**config.mk**
```make
export PLATFORM = sky130hd
export DESIGN_NAME = pwm_duty_capture
export DESIGN_NICKNAME = d
export VERILOG_FILES = /design/src/rtl/pwm_duty_capture.sv
export SDC_FILE = /design/constraint.sdc
export NUM_CORES = 1
export LEC_CHECK = 0
export BUFFER_PORTS_ARGS = -buffer_cell sky130_fd_sc_hd__buf_2
export CORE_UTILIZATION = 25
export CTS_CLUSTER_DIAMETER = 120
export CTS_CLUSTER_SIZE = 12
export DETAILED_ROUTE_END_ITERATION = 8
export SYNTH_ARGS = -nofsm -noshare
export SYNTH_HDL_FRONTEND = slang
export SYNTH_SLANG_ARGS = --single-unit
export TNS_END_PERCENT = 5
```
**constraint.sdc**
```tcl
create_clock -name clk -period 4.1 [get_ports clk]
set_input_delay 0.615 -clock clk [delete_from_list [all_inputs] [get_ports clk]]
set_output_delay 0.615 -clock clk [all_outputs]
set_load 0.01 [all_outputs]
```
**src/rtl/pwm_duty_capture.sv**
```systemverilog
// PWM duty-cycle decoder: measures rise-to-rise period and high time of an
// asynchronous PWM input and reports a 9-bit duty code via a serial divider.
module pwm_duty_capture #(
  parameter int unsigned MIN_PERIOD = 16,
  parameter int unsigned CNT_W      = 12
) (
  input  logic             clk,
  input  logic             rst,
  input  logic             en,
  input  logic             pwm_in,
  output logic [CNT_W-1:0] on_time,
  output logic [CNT_W-1:0] period,
  output logic [8:0]       duty_code,
  output logic             meas_valid,
  output logic             busy,
  output logic             stuck,
  output logic             err_short
);

  localparam int unsigned DUTY_W    = 9;
  localparam int unsigned ITER_W    = 4;
  localparam int unsigned DIV_ITERS = 9;
  localparam logic [CNT_W-1:0]  CNT_MAX   = '1;
  localparam logic [DUTY_W-1:0] DUTY_MAX  = '1;
  localparam logic [ITER_W-1:0] ITER_LAST = ITER_W'(DIV_ITERS - 1);

  typedef enum logic [1:0] {IDLE, WAIT_RISE, HIGH, LOW} state_e;

  state_e              state_q, state_d;
  logic                sync1_q, pwm_s_q, pwm_s_d_q;
  logic                rise, fall;
  logic [CNT_W-1:0]    per_cnt_q, per_cnt_d;
  logic [CNT_W-1:0]    on_cnt_q, on_cnt_d;
  logic                busy_q, busy_d;
  logic [ITER_W-1:0]   div_cnt_q, div_cnt_d;
  logic [CNT_W-1:0]    rem_q, rem_d;
  logic [DUTY_W-1:0]   quo_q, quo_d;
  logic [CNT_W-1:0]    dvsr_q, dvsr_d;
  logic [CNT_W-1:0]    cap_on_q, cap_on_d;
  logic                clamp_q, clamp_d;
  logic [CNT_W-1:0]    on_time_q, on_time_d;
  logic [CNT_W-1:0]    period_q, period_d;
  logic [DUTY_W-1:0]   duty_q, duty_d;
  logic                mv_q, mv_d;
  logic                stuck_q, stuck_d;
  logic                err_q, err_d;
  logic                err_pend_q, err_pend_d;
  logic                short_ev;
  logic                err_any;
  logic [CNT_W:0]      rem_sh;
  logic                div_ge;
  logic [CNT_W-1:0]    rem_nx;
  logic [DUTY_W-1:0]   quo_nx;

  assign rise = pwm_s_q & ~pwm_s_d_q;
  assign fall = ~pwm_s_q & pwm_s_d_q;

  // One restoring-division step; remainder stays below the divisor so CNT_W bits suffice
  assign rem_sh = {rem_q, 1'b0};
  assign div_ge = rem_sh >= {1'b0, dvsr_q};
  assign rem_nx = div_ge ? CNT_W'(rem_sh - {1'b0, dvsr_q}) : rem_sh[CNT_W-1:0];
  assign quo_nx = {quo_q[DUTY_W-2:0], div_ge};

  always_comb begin
    state_d    = state_q;
    per_cnt_d  = per_cnt_q;
    on_cnt_d   = on_cnt_q;
    busy_d     = busy_q;
    div_cnt_d  = div_cnt_q;
    rem_d      = rem_q;
    quo_d      = quo_q;
    dvsr_d     = dvsr_q;
    cap_on_d   = cap_on_q;
    clamp_d    = clamp_q;
    on_time_d  = on_time_q;
    period_d   = period_q;
    duty_d     = duty_q;
    mv_d       = 1'b0;
    stuck_d    = stuck_q;
    short_ev   = 1'b0;

    if (busy_q) begin
      rem_d     = rem_nx;
      quo_d     = quo_nx;
      div_cnt_d = div_cnt_q + ITER_W'(1);
      if (div_cnt_q == ITER_LAST) begin
        busy_d    = 1'b0;
        mv_d      = 1'b1;
        on_time_d = cap_on_q;
        period_d  = dvsr_q;
        duty_d    = clamp_q ? DUTY_MAX : quo_nx;
        stuck_d   = 1'b0;
      end
    end

    case (state_q)
      IDLE: begin
        if (en) state_d = WAIT_RISE;
      end
      WAIT_RISE: begin
        if (rise) begin
          state_d   = HIGH;
          per_cnt_d = CNT_W'(1);
          on_cnt_d  = CNT_W'(1);
        end
      end
      HIGH, LOW: begin
        if (state_q == LOW && rise) begin
          state_d   = HIGH;
          per_cnt_d = CNT_W'(1);
          on_cnt_d  = CNT_W'(1);
          if (per_cnt_q < CNT_W'(MIN_PERIOD)) begin
            short_ev = 1'b1;
          end else begin
            busy_d    = 1'b1;
            div_cnt_d = '0;
            dvsr_d    = per_cnt_q;
            cap_on_d  = on_cnt_q;
            clamp_d   = on_cnt_q >= per_cnt_q;
            rem_d     = (on_cnt_q >= per_cnt_q) ? '0 : on_cnt_q;
            quo_d     = '0;
          end
        end else if (per_cnt_q == CNT_MAX) begin
          // No edge for a full counter span: report a stuck line and resync
          state_d   = WAIT_RISE;
          per_cnt_d = '0;
          on_cnt_d  = '0;
          busy_d    = 1'b0;
          mv_d      = 1'b1;
          stuck_d   = 1'b1;
          period_d  = CNT_MAX;
          on_time_d = (state_q == HIGH) ? CNT_MAX : '0;
          duty_d    = (state_q == HIGH) ? DUTY_MAX : '0;
        end else begin
          per_cnt_d = per_cnt_q + CNT_W'(1);
          on_cnt_d  = on_cnt_q + CNT_W'(pwm_s_q);
          if (state_q == HIGH && fall) state_d = LOW;
        end
      end
      default: state_d = IDLE;
    endcase

    // Disable wins over everything: abort, clear counters, keep last results
    if (!en) begin
      state_d   = IDLE;
      per_cnt_d = '0;
      on_cnt_d  = '0;
      busy_d    = 1'b0;
      mv_d      = 1'b0;
      short_ev  = 1'b0;
      on_time_d = on_time_q;
      period_d  = period_q;
      duty_d    = duty_q;
      stuck_d   = stuck_q;
    end

    // A dropped sample colliding with a result is reported one cycle later
    err_any    = short_ev | (err_pend_q & en);
    err_d      = err_any & ~mv_d;
    err_pend_d = err_any & mv_d;
  end

  always_ff @(posedge clk or posedge rst) begin
    if (rst) begin
      state_q    <= IDLE;
      sync1_q    <= 1'b0;
      pwm_s_q    <= 1'b0;
      pwm_s_d_q  <= 1'b0;
      per_cnt_q  <= '0;
      on_cnt_q   <= '0;
      busy_q     <= 1'b0;
      div_cnt_q  <= '0;
      rem_q      <= '0;
      quo_q      <= '0;
      dvsr_q     <= '0;
      cap_on_q   <= '0;
      clamp_q    <= 1'b0;
      on_time_q  <= '0;
      period_q   <= '0;
      duty_q     <= '0;
      mv_q       <= 1'b0;
      stuck_q    <= 1'b0;
      err_q      <= 1'b0;
      err_pend_q <= 1'b0;
    end else begin
      state_q    <= state_d;
      sync1_q    <= pwm_in;
      pwm_s_q    <= sync1_q;
      pwm_s_d_q  <= pwm_s_q;
      per_cnt_q  <= per_cnt_d;
      on_cnt_q   <= on_cnt_d;
      busy_q     <= busy_d;
      div_cnt_q  <= div_cnt_d;
      rem_q      <= rem_d;
      quo_q      <= quo_d;
      dvsr_q     <= dvsr_d;
      cap_on_q   <= cap_on_d;
      clamp_q    <= clamp_d;
      on_time_q  <= on_time_d;
      period_q   <= period_d;
      duty_q     <= duty_d;
      mv_q       <= mv_d;
      stuck_q    <= stuck_d;
      err_q      <= err_d;
      err_pend_q <= err_pend_d;
    end
  end

  assign on_time    = on_time_q;
  assign period     = period_q;
  assign duty_code  = duty_q;
  assign meas_valid = mv_q;
  assign busy       = busy_q;
  assign stuck      = stuck_q;
  assign err_short  = err_q;

endmodule
```
Yosys cells after proc, flatten, opt, wreduce, memory -nomap -nowiden
Index checks and enable logic that the tools add are counted.

word-level totals
  word-level logic and storage cells = 121
  input bits = 4
  register bits after elaboration = 117
  output and inout bits = 37

operators by class
  bitwise logic cells = 10
  mux-type cells = 69
  equal/unequal tests = 8
  reductions and logical operators = 7
  add/subtract/negate cells = 4
  magnitude comparators = 3

operators by type and width
  operator                                                                number
  12-bit 2-to-1 mux                                                       24
  9-bit 2-to-1 mux                                                        11
  12-bit one-hot mux with 2 select lines                                  2
  1-bit 2-to-1 mux                                                        22
  4-bit 2-to-1 mux                                                        4
  13-bit by 12-bit >= comparator with 1-bit output                        1
  12-bit by 1-bit adder with 12-bit output                                1
  12-bit by 1-bit adder with 12-bit output (second input constant)        1
  12-bit == test (second input constant)                                  1
  12-bit >= comparator                                                    1
  12-bit by 5-bit < comparator with 1-bit output (second input constant)  1
  12-bit subtractor                                                       1
  2-bit 2-to-1 mux                                                        5
  2-bit one-hot mux with 3 select lines                                   1
  1-bit AND                                                               5
  5-bit != test (second input constant)                                   1
  4-bit by 1-bit adder with 4-bit output (second input constant)          1
  2-bit == test (second input constant)                                   2
  4-bit == test (second input constant)                                   1
  1-bit inverter                                                          4
  2-bit AND reduction                                                     2
  3-bit by 1-bit != test with 1-bit output (second input constant)        1
  3-bit != test (second input constant)                                   1
  3-bit AND reduction                                                     1
  5 further kinds                                                         6

Depth between registers and ports, before layout
  word-level depth = 9
  mapped depth = 9
  mapped depth without buffers = 9

Least setup slack after synthesis
No wires, ideal clock.

  path type = reg2reg
  from = register rem_q[9]
  to = register rem_q[2]
  cell stages (with the launch flop) = 9
  data required time = 3.974 ns
  data arrival time = 2.264 ns
  buffers on the path = 1
  slack = 1.710 ns
  setup time = 0.126 ns
  cell sequence = dfrtp_1 ha_1 buf_6 a21o_4 a211oi_4 and3_4 a21oi_4 mux2_4 a221o_1

on the way
  word-level cells in the longest chain between the ends = 6

ends and longest elaborated chain
  element                                               RTL line  RTL
  from (decl)                                           36        logic [CNT_W-1:0] rem_q, rem_d;
  from (signal assigned)                                194       rem_q <= rem_d;
  13-bit by 12-bit >= comparator with 1-bit output (*)  60        assign div_ge = rem_sh >= {1'b0, dvsr_q};
  12-bit 2-to-1 mux (*)                                 61        assign rem_nx = div_ge ? CNT_W'(rem_sh - {1'b0, dvsr_q}) : rem_sh[CNT_W-1:0];
  12-bit 2-to-1 mux (*)                                 82        if (busy_q) begin
  12-bit 2-to-1 mux                                     112       if (per_cnt_q < CNT_W'(MIN_PERIOD)) begin
  12-bit 2-to-1 mux                                     108       if (state_q == LOW && rise) begin
  12-bit 2-to-1 mux (*)                                 96        case (state_q)
  named net rem_d[2]                                    36

Mark *: on every way through the listed nets, which the timed path passes. The rest lies on a longest branch.
A chain may end at the register's enable or synchronous reset.

Worst setup path in the final report
  from = register rem_q[1]
  to = register rem_q[2]

on the way
  word-level cells in the longest chain between the ends = 6

ends and longest elaborated chain
  element                                                                                       RTL line
  12-bit subtractor / 13-bit by 12-bit >= comparator with 1-bit output (equally long branches)  61, 60
  12-bit 2-to-1 mux (*)                                                                         61
  12-bit 2-to-1 mux (*)                                                                         82
  12-bit 2-to-1 mux                                                                             112
  12-bit 2-to-1 mux                                                                             108
  12-bit 2-to-1 mux (*)                                                                         96
  named net rem_d[2]                                                                            36

Marks and branches as above.

==> impl_results.md <==
- Max-slew headroom: 0.4339
- Startpoint Class: flop
- CP endpoint: rem_q[2]
- R2r startpoint: rem_q[1]
- Clk buf depth: 2
- Crit path DAT: 3010 ps
- Htree depth: 4
- Die area: 0.02489 mm^2
- Main combinational cell family by area after synthesis: compound AO/OA/AOI/OAI gates
- RSZ-0062 raised after global routing: false
- Sw Share: 0.2588
- Post-Synth Adder-Cell Area: 0.06311
- Comb pwr share: 0.133
- Crit share post-route: 0.6620
- Starting Density: 0.2569
- Max Cap Viol: 0
- Xor/xnor share of the synthesized area: 0.03032
- CTS tree: done
- WL per Instance: 15.26 um
- Synth area leaders: dfrtp_1, ha_1, nor2_1, nand2_1, o21ai_0
- Post-cts hold buffer count: 0
- Ys async rst share: 1.000
- Pwr dens: 413.9 mW/mm^2
- Post-CTS Setup Bufs: 0
- Largest net degree at the start of global routing: 68
- Count leader, synth: dfrtp_1
- Vias per inst: 4.776
- FF-to-FF path depth: 7
- Worst path required time: 4390 ps
- Post-DP HPWL: 10890 um
- Synthesized area: 0.006067 mm^2
- Fin. Hold Viols: 0
- Worst Max-Slew Pin Slew: 847.3 ps
- Vias in the first global route: 4746
- Die X: 157.8 um
- Maximum VDD drop: 0.0002737 V
- Power Internal: 0.002187 W
- Syn. warnings: 0
- Worst-path clk slew: 50 ps
- Hold Path Class: in -> reg
- Unique cell type count in the Yosys netlist: 72
- Clk_lat worst skew: 420 ps
- First-pass GRT wire length: 25170 um
- Layout Cells excl Fill: 1008
- Area Overhead vs Synth: 17.51%
- Post-synthesis mux area share: 0.02598
- Synth top area share: 0.4784
- Post-CTS sizing: 0
- Initial antenna violation count: 0
- Max Slew Vio Count: 0
- Simple-gate area share of the yosys netlist: 0.1755
- Port bufs: 40
- Flop pwr share: 0.410
- Clock share of power: 0.457
- Post-synth EDFFs: 0
- Outcome: completed
- Setup crit end kind: flop
- Leading area contributor after synthesis: dfrtp_1
- Total Routing Usage GR: 0.1320
- R2R setup slack: 1390 ps
- Fin crit period: 2714 ps
- Sink Count: 116
- Detail Route Antenna Nets: 0
- Crit path kind: reg -> reg
- DRT Pass-1 Iters: 7
- Core area: 0.02361 mm^2
- Remaining DRCs: 0
- Placed cell areas: 0.006586 mm^2
- # nets final: 711
- Psw: 0.0007635 W
- Commonest cells in the synthesized netlist: dfrtp_1, nor2_1, nand2_1
- Syn Nets: 675
- Primary FF master, synth: dfrtp_1
- Synth Area in Compound Gates: 0.1809
- Worst r2r dst: rem_q[2]
- CP max FO: 7
- Post-route cell area: 0.007129 mm^2
- Final setup violation count: 0
- IO Pins: 41
- Placer Congestion: 0.8344
- Clock buffer count from CTS: 17
- Total wire length: 15380 um
- Clock root buffer: clkbuf_16
- Syn avg cell area: 9.465 um^2
- Leakage: 3.036 nW
- Total gr overflow: 0
- Total Power: 0.002951 W
- Post-Synthesis Cells: 641
- Share of cells above drive strength 1: 0.1466
- Worst Setup SP: rem_q[1]
- Placement row count: 56
- Max Freq: 368.4 MHz
- Setup TNS: 0 ps
- Inserted Diodes: 0
- Chip Height: 157.8 um
- Flops & latches, synth: 116
- Placed Cells: 977
- Filler cell count: 2493
- Vias: 4814
- Clock skew: 11.43 ps
- Sequential area share after synthesis: 0.4784
- DR iter-0 viols: 326
==> power groups by stage <==
| stage | registers (W) | clock network [W] | logic, W |
|---|---|---|---|
| after floorplan | 0.00122 | 0 | 0.000294 |
| after global placement | 0.00123 | 0 | 0.000388 |
| after detailed placement | 0.00123 | 0 | 0.000388 |
| after CTS | 0.00121 | 0.00138 | 0.000391 |
| after global routing | 0.00121 | 0.00143 | 0.000435 |
| final | 0.00121 | 0.00135 | 0.000392 |
==> layout make-up <==
class / instances / area, um^2 / area share
Sequential cell: 116 / 2903 / 0.4072
Multi-Input combinational cell: 461 / 2898 / 0.4065
Inverter: 33 / 126.4 / 0.01773
Timing Repair Buffer: 48 / 260.3 / 0.03650
Tap cell: 319 / 399.1 / 0.05598
Clock inverter: 4 / 20.02 / 0.002808
Clock buffer: 27 / 523.0 / 0.07336
==> routing by layer <==
layer | track usage | vias up | routed length [um]
li1 | - | 2324 | -
met1 | 0.1859 | 2369 | 7646
met2 | 0.1974 | 102 | 6888
met3 | 0.03148 | 19 | 678
met4 | 0.04115 | 0 | 166
met5 | 0 | - | 0
==> critical path, cell delays in order (launching register included) <==
cell and delay, ps:
dfrtp_1 400, ha_1 380, o21a_1 200, a21boi_0 140, o31ai_2 590, a21oi_4 220, mux2_4 340, a221o_1 320
==> cells in the final DEF (no fill, tap or decap), drive strengths merged, types with 4 or more instances in the layout <==
master and n:
a31oi 8, a22o 4, a21o 8, or2 7
ha 29, clkbuf 27, dfrtp 116, inv 33
a21oi 40, buf 48, clkinv 4, xnor2 14
nand3 21, nor3b 9, nand2 72, nor3 6
xor2 7, nand4 9, o21a 4, o211ai 4
o22a 12, mux2i 12, o21ai 57, nand2b 4
nor2 83
==> cell families (layout without fill, tap and decap cells) <==
kind of cell | count (synthesis) | count (layout)
flip-flops | 116 | 116
multiplexers | 15 | 15
XOR/XNOR | 21 | 21
AND/OR/NAND/NOR | 231 | 231
buffers and inverters | 64 | 112
adder cells (fa/ha/maj) | 30 | 30
AO/OA/AOI/OAI | 164 | 164
==> state kept, by name, indices dropped and copies added (netlist names), 9 cells and up <==
signal / flops
cap_on_q: 12
dvsr_q: 12
on_cnt_q: 12
on_time: 12
per_cnt_q: 12
period: 12
rem_q: 12
duty_code: 9
==> metrics by stage <==
stage	setup slack [ps]	hold WS, ps	utilization
after floorplan	412.6	331.2	-
after global placement	1444	336.2	0.2789
after detailed placement	1451	346.3	0.2789
after CTS	1434	303.5	0.3019
after global routing	1167	306.4	0.3019
final	1386	319.1	0.3019
==> how the worst min path moves through the flow <==
stage / start / to / slack [ps] / depth (start not counted)
2_1_floorplan: sync1_q / pwm_s_q / 330 / 0
3_3_place_gp: sync1_q / pwm_s_q / 340 / 0
3_5_place_dp: sync1_q / pwm_s_q / 350 / 0
4_1_cts: pwm_in / sync1_q / 300 / 1
5_1_grt: pwm_in / sync1_q / 310 / 1
6_report: pwm_in / sync1_q / 320 / 1
Note: power is estimated with default switching activity, not from simulation.
